### src/rtl/riscv_fetch_buf.sv
// Instruction fetch unit: sequential prefetch over a req/gnt/rvalid port into a
// circular queue of {pc, instruction}, with redirect flush and stale-response discard.
module riscv_fetch_buf #(
  parameter int              DW        = 32,
  parameter int              DEPTH     = 4,
  parameter int              MAX_OUTST = 2,
  parameter logic [DW-1:0]   RESET_PC  = '0
) (
  input  logic                       clk_i,
  input  logic                       rst_i,
  input  logic                       redirect_i,
  input  logic [DW-1:0]              redirect_pc_i,
  output logic                       imem_req_o,
  output logic [DW-1:0]              imem_addr_o,
  input  logic                       imem_gnt_i,
  input  logic                       imem_rvalid_i,
  input  logic [DW-1:0]              imem_rdata_i,
  output logic                       inst_valid_o,
  output logic [DW-1:0]              inst_o,
  output logic [DW-1:0]              inst_pc_o,
  input  logic                       inst_ready_i,
  output logic [$clog2(DEPTH):0]     count_o
);

  localparam int AW = $clog2(DEPTH);
  localparam int CW = AW + 1;
  localparam int OW = $clog2(MAX_OUTST) + 1;
  localparam int SW = CW + 1;

  logic [DW-1:0] mem_pc   [DEPTH];
  logic [DW-1:0] mem_data [DEPTH];

  logic [AW-1:0] rd_ptr, wr_ptr;
  logic [CW-1:0] count;
  logic [OW-1:0] outst, discard, outst_nx;
  logic [DW-1:0] fetch_pc, resp_pc;
  logic [DW-1:0] redirect_pc_al;

  logic space_ok, req, fire, rsp, push, pop, valid;

  // Reserving queue space for every in-flight request means a push can never overflow.
  always_comb begin
    space_ok       = (SW'(count) + SW'(outst)) < SW'(DEPTH);
    req            = !rst_i && !redirect_i && (outst < OW'(MAX_OUTST)) && space_ok;
    fire           = req && imem_gnt_i;
    rsp            = imem_rvalid_i && (outst != '0);
    push           = rsp && !redirect_i && (discard == '0);
    valid          = (count != '0) && !redirect_i;
    pop            = valid && inst_ready_i;
    outst_nx       = outst + OW'(fire) - OW'(rsp);
    redirect_pc_al = {redirect_pc_i[DW-1:2], 2'b00};
  end

  always_ff @(posedge clk_i) begin
    if (rst_i) begin
      fetch_pc <= RESET_PC;
      resp_pc  <= RESET_PC;
      count    <= '0;
      outst    <= '0;
      discard  <= '0;
      rd_ptr   <= '0;
      wr_ptr   <= '0;
    end else if (redirect_i) begin
      // every word still in flight belongs to the abandoned stream
      fetch_pc <= redirect_pc_al;
      resp_pc  <= redirect_pc_al;
      count    <= '0;
      rd_ptr   <= '0;
      wr_ptr   <= '0;
      outst    <= outst_nx;
      discard  <= outst_nx;
    end else begin
      outst <= outst_nx;
      if (fire) fetch_pc <= fetch_pc + DW'(4);
      if (rsp && (discard != '0)) discard <= discard - OW'(1);
      if (push) begin
        wr_ptr  <= wr_ptr + AW'(1);
        resp_pc <= resp_pc + DW'(4);
      end
      if (pop) rd_ptr <= rd_ptr + AW'(1);
      count <= count + CW'(push) - CW'(pop);
    end
  end

  always_ff @(posedge clk_i) begin
    if (!rst_i && push) begin
      mem_pc[wr_ptr]   <= resp_pc;
      mem_data[wr_ptr] <= imem_rdata_i;
    end
  end

  assign imem_req_o   = req;
  assign imem_addr_o  = fetch_pc;
  assign inst_valid_o = valid;
  assign inst_o       = valid ? mem_data[rd_ptr] : '0;
  assign inst_pc_o    = valid ? mem_pc[rd_ptr] : '0;
  assign count_o      = count;

endmodule

### config.mk
export PLATFORM = sky130hd
export DESIGN_NAME = riscv_fetch_buf
export DESIGN_NICKNAME = d
export VERILOG_FILES = /design/src/rtl/riscv_fetch_buf.sv
export SDC_FILE = /design/constraint.sdc
export NUM_CORES = 1
export LEC_CHECK = 0
export CELL_PAD_IN_SITES_DETAIL_PLACEMENT = 1
export CELL_PAD_IN_SITES_GLOBAL_PLACEMENT = 1
export CORE_UTILIZATION = 46
export CTS_CLUSTER_SIZE = 25
export DETAILED_ROUTE_END_ITERATION = 7
export GPL_TIMING_DRIVEN = 0
export PLACE_DENSITY_LB_ADDON = 0.1
export REMOVE_ABC_BUFFERS = 1
export SLEW_MARGIN = 20
export SYNTH_ARGS = -nofsm -noshare
export SYNTH_HDL_FRONTEND = slang
export SYNTH_SLANG_ARGS = --single-unit
### constraint.sdc
create_clock -name clk_i -period 4 [get_ports clk_i]
set_clock_uncertainty 0.15 [all_clocks]
set_input_delay 0.8 -clock clk_i [delete_from_list [all_inputs] [get_ports clk_i]]
set_output_delay 0.8 -clock clk_i [all_outputs]
set_load 0.005 [all_outputs]
; ---- After elaboration in Yosys (flattened, before gate mapping)
; Memories as Yosys holds them, arrays and structs flattened. A register that Yosys moved wholly into a read port is not among the register bits.
; Index checks and enable logic that the tools add are counted.
[totals]
ramBits = 256
word_cells = 58
out_inout_bits = 101
n_memories = 2
ff_bits = 75
inputBits = 70
[memory_table]
columns = name, depth, word_bits, read_ports, rd_clocked_by_memory_dff, write_ports, line_no
row1 = mem_data, 4, 32, 1, 1, 1, 31  ; logic [DW-1:0] mem_data [DEPTH];
row2 = mem_pc, 4, 32, 1, 1, 1, 30  ; logic [DW-1:0] mem_pc [DEPTH];
[op_classes]
reduce_logical = 21
n_addsub = 10
muxes = 14
magnitude_cmp = 2
[ops]
columns = cell, count
row1 = 2-to-1 mux 32 bit, 6
row2 = adder 32 x 3 -> 32 bit (second input constant), 2
row3 = 2-to-1 mux 2 bit, 6
row4 = logical AND 1 bit, 11
row5 = nonzero test 2 bit, 5
row6 = adder 2 x 1 -> 2 bit (second input constant), 2
row7 = adder 3 x 2 -> 4 bit, 1
row8 = < comparator 4 x 3 -> 1 bit (second input constant), 1
row9 = adder 3 x 1 -> 3 bit, 1
row10 = nonzero test 3 bit, 1
row11 = subtractor 3 x 1 -> 3 bit, 1
row12 = adder 2 x 1 -> 2 bit, 1
row13 = zero test 1 bit, 2
row14 = zero test 2 bit, 1
row15 = < comparator 2 bit (second input constant), 1
row16 = 2-to-1 mux 1 bit, 2
row17 = OR reduction 2 bit, 1
row18 = subtractor 2 x 1 -> 2 bit, 1
row19 = subtractor 2 x 1 -> 2 bit (second input constant), 1

; ---- Logic depth before layout (Yosys ltp)
[logic_depth]
ltp_word = 8
mapped_depth = 13

; ---- Worst setup path before layout
; Ideal clock, no wire load.
[synth_path]
path_kind = input-to-reg
start = input redirect_i
end = memory mem_data[0][0] (enable)
slack_ns = 0.380
setup_time_ns = 0.427
arrival_time_ns = 3.043
cell_stages = 4
required_ns = 3.423
n_path_buf = 2
path_cell_list = clkbuf_1 > nor2_1 > clkbuf_1 > and3_1
[synth_between]
elab_chain_cells = 6
[synth_lines]
columns = element, line_no
row1 = from (decl), 11  ; input logic redirect_i,
row2 = zero test 1 bit, 47  ; push = rsp && !redirect_i && (discard == '0);
row3 = logical AND 1 bit (2 in series), 47
row4 = logical AND 1 bit, 86  ; if (!rst_i && push) begin
row5 = 2-to-1 mux 1 bit, 86
row6 = 2-to-1 mux 1 bit (implied by the code), 88  ; mem_data[wr_ptr] <= imem_rdata_i;
row7 = to (decl), 31
; Every way passes these cells.

; ---- Worst setup path after layout
[layout_path]
start = input redirect_i
end = output inst_pc_o[20]
[layout_between]
elab_chain_cells = 3
[layout_lines]
columns = element, line_no
row1 = zero test 1 bit, 48  ; valid = (count != '0) && !redirect_i;
row2 = logical AND 1 bit, 48
row3 = 2-to-1 mux 32 bit, 96  ; assign inst_pc_o = valid ? mem_pc[rd_ptr] : '0;
row4 = to (decl), 20  ; output logic [DW-1:0] inst_pc_o,
; Every way passes these cells.

==> impl_metrics.py <==
metrics = {
    "run_status": {
        "status": "finished, final reports clean",
    },
    "sta": {
        "finalSetupViolCount": 0,
        "finalCriticalPeriod_ps": 3785,
        "period_share": 0.9464,
        "finalHoldViolations": 0,
        "slew_headroom": 0.3757,
        "fmax_ghz": 0.2642,
        "fin_tns_setup_ps": 0,
        "setup_ws_ps": 214.6,
        "worst_pin_slew_ps": 927.9,
        "drv_slew": 0,
        "rsz0062_at_grt": "false",
    },
    "cts": {
        "insertion_delay_ps": 500,
        "post-cts-setup-buffer-count": 0,
        "cts_htree_levels": 2,
        "clk_pin_slew_ps": 60,
        "clock_path_buffers": 3,
        "cts_tree": "yes",
        "cts_buffers": 35,
        "cts.sinks": 321,
        "cts_hold_buf": 0,
        "cts_root_buf": "clkbuf_16",
        "post_cts_resize_count": 0,
    },
    "placed_design": {
        "gp_congestion": 0.8190,
        "place_inst": 1444,
        "dp_slack_ps": 62.00,
        "dp_hpwl_um": 22130,
        "place.port_buffers": 164,
    },
    "synthesis": {
        "ys_seq_elements": 321,
        "synth_warnings": 0,
        "synth_cells": 942,
        "synth-edff-count": 248,
        "syn_area_per_cell_um2": 14.57,
        "ys_seq_area_frac": 0.6490,
        "synth_top_flop_cell": "edfxtp_1",
        "synth.distinct_cells": 64,
        "syn-cell-area_um2": 13730,
        "async_flop_share": 0,
    },
    "floorplan": {
        "io_pins": 171,
        "die_y_um": 174.7,
        "die-area_um2": 30540,
        "core-area_um2": 29010,
        "start_util": 0.4731,
        "die_w_um": 174.7,
        "placementRows": 62,
    },
    "flow_run": {
        "max-cap-violations": 0,
    },
    "route": {
        "drt_iter0_markers": 542,
        "wl_per_cell_um": 22.56,
        "vias_per_cell": 5.880,
        "num_vias": 8843,
        "firstDrtPassIters": 4,
        "drt_wl_total_um": 33930,
        "ant_nets": 0,
        "drc": 0,
    },
    "power_and_ir_drop": {
        "clockPowerShare": 0.419,
        "sw_frac_of_total": 0.2204,
        "p_seq_frac": 0.512,
        "combPwrFrac": 0.069,
        "power_density_nw_per_um2": 435.7,
        "ir_drop_v": 0.0002396,
        "p_sw_mw": 1.630,
        "p_int_mw": 5.765,
        "p_leak_nw": 5.380,
        "total_power_mw": 7.394,
    },
    "grt": {
        "grt_first_pass_wirelength_um": 53790,
        "grt.total_usage": 0.2264,
        "antenna_found_initial": 0,
        "grt_max_degree": 74,
        "grt_pass1_vias": 9446,
        "grt_overflow": 0,
    },
    "critical_path": {
        "path_class": "input port to output pin",
        "cp-end-kind": "output pin",
        "critical_path_required_ps": 3050,
        "crit_path_max_fanout": 65,
        "crit_arrival_ps": 2840,
        "cp_slowest_stage_delay_ps": 640,
        "crit_chain": "buf_4 > nor2_4 > buf_12 > and2_1 > clkdlybuf4s50_1",
        "path_delay_family": "buffers and inverters",
        "cpMaxStageDelayCell": "nor2_4",
        "worst-path-buf-inv": 3,
        "cp-start-kind": "input port",
    },
    "hold_path": {
        "hold_class": "register to register",
    },
    "cells_and_area": {
        "syn_to_final_growth_pct": 23.64,
        "antenna_cells": 0,
        "multi_input_area_um2": 4524,
        "final_cell_count_no_fill": 1504,
        "drive_gt1_frac": 0.1286,
        "fillers": 2761,
        "nets": 1180,
        "postLayoutCoreUtil": 0.5850,
        "regArea_um2": 8916,
    },
}
-- worst paths after layout --
check / start / end / slack (ps) / cells after the start
max reg2reg: outst[1]$_SDFF_PP0_ / discard[1]$_SDFFE_PP0P_ / 640 / 11
max: redirect_i / inst_pc_o[20] / 210 / 5
min: wr_ptr[1]$_SDFFE_PP0P_ / wr_ptr[1]$_SDFFE_PP0P_ / 350 / 2
min reg2reg: wr_ptr[1]$_SDFFE_PP0P_ / wr_ptr[1]$_SDFFE_PP0P_ / 350 / 2
-- metrics by stage --
stage / hold WS (ps) / area (um2)
3_3_place_gp: 332.2 / 15620
3_5_place_dp: 343.5 / 15870
4_1_cts: 358.0 / 16970
6_report: 354.2 / 16970
2_1_floorplan: 315.8 / 13490
5_1_grt: 387.1 / 16970
-- per-layer routing --
layer	track usage	part of all wire	up-vias	wire [um]
met5	0	0	-	0
met1	0.3151	0.45	4508	15370
met3	0.03764	0.050	44	1701
li1	-	-	4037	-
met4	0.06014	0.019	0	639
met2	0.3697	0.48	254	16220
-- worst reg2reg max path: cells and delay by family, from the launching register on --
kind,cells,cell delay [ps]
flops,1,400
simple gates,3,1130
compound gates,1,230
buf+inv,2,240
xor+xnor,2,340
fa+ha+maj,3,760
-- sequential cells by signal, summed over array words and instances, names as in the netlist, 3 cells and up, named ones only --
register     cells
mem_data       128
mem_pc         120
imem_addr_o     30
count_o          3
resp_pc         30
-- cell usage in the layout, fill, tap and decap left out, types with 4 or more instances in the layout --
cell type and n:
a211oi_1 13, a21boi_0 5, a21oi_1 10, a221oi_1 8, a311oi_1 11, a31oi_1 17
and2_1 72, and3_1 12, and3_4 4, and4_1 12, buf_12 5, buf_16 4
clkbuf_1 4, clkbuf_16 35, clkbuf_8 6, clkdlybuf4s50_1 162, clkinv_1 5, clkinv_2 6
conb_1 4, dfxtp_1 71, edfxtp_1 248, ha_1 12, inv_1 25, mux4_2 62
nand2_1 38, nand3_1 23, nand4_1 26, nor2_1 39, nor2b_1 7, nor3_1 16
nor4_1 14, o211ai_1 9, o21ai_0 19, o311ai_0 6, o31ai_1 12, or3_1 11
or4_1 16, xnor2_1 12
-- synthesized netlist by cell type, drive strengths merged, types with 2 or more instances --
cell type / n / share of area
a2111oi: 3 / 0.0019
a211oi: 13 / 0.0071
a21boi: 5 / 0.0027
a21oi: 10 / 0.0036
a221oi: 8 / 0.0051
a311oi: 11 / 0.0070
a31oi: 17 / 0.0077
a41oi: 2 / 0.0013
and2: 72 / 0.033
and3: 16 / 0.0073
and4: 12 / 0.0077
buf: 16 / 0.0061
clkbuf: 43 / 0.012
dfxtp: 73 / 0.11
edfxtp: 248 / 0.54
ha: 12 / 0.011
inv: 27 / 0.0074
mux2i: 2 / 0.0015
mux4: 62 / 0.10
nand2: 38 / 0.010
nand3: 23 / 0.0084
nand3b: 2 / 0.0011
nand4: 26 / 0.012
nor2: 41 / 0.011
nor2b: 7 / 0.0032
nor3: 18 / 0.0074
nor3b: 3 / 0.0016
nor4: 15 / 0.0073
nor4b: 3 / 0.0019
nor4bb: 3 / 0.0022
o211ai: 9 / 0.0049
o21a: 3 / 0.0016
o21ai: 19 / 0.0069
o311ai: 6 / 0.0038
o31ai: 12 / 0.0066
or2: 2 / 0.00091
or3: 11 / 0.0050
or4: 17 / 0.0096
xnor2: 12 / 0.0077
xor2: 3 / 0.0019
-- area by class of cell --
class                   count  share of cell area
clock inverters            15            0.007372
multi-input cells         538              0.2666
well taps                 384             0.02831
clock buffers              45             0.05735
flip-flops and latches    321              0.5253
repair buffers            174              0.1090
inverters                  27            0.006119
-- power groups by stage --
stage	clock network (mW)	logic (mW)	registers (mW)
after floorplan	0	0.235	3.82
after global placement	0	0.485	3.85
after detailed placement	0	0.515	3.85
after CTS	3.16	0.518	3.78
after global routing	3.27	0.565	3.80
final	3.10	0.513	3.79
-- cell families after synthesis --
logic type | synth area share
AO/OA/AOI/OAI | 0.06782
XOR/XNOR | 0.009571
adder cells (fa/ha/maj) | 0.01240
buffers and inverters | 0.02525
flip-flops | 0.6490
multiplexers | 0.1040
other | 0.0002732
AND/OR/NAND/NOR | 0.1317
No activity file was read; power rests on OpenSTA's default activity.
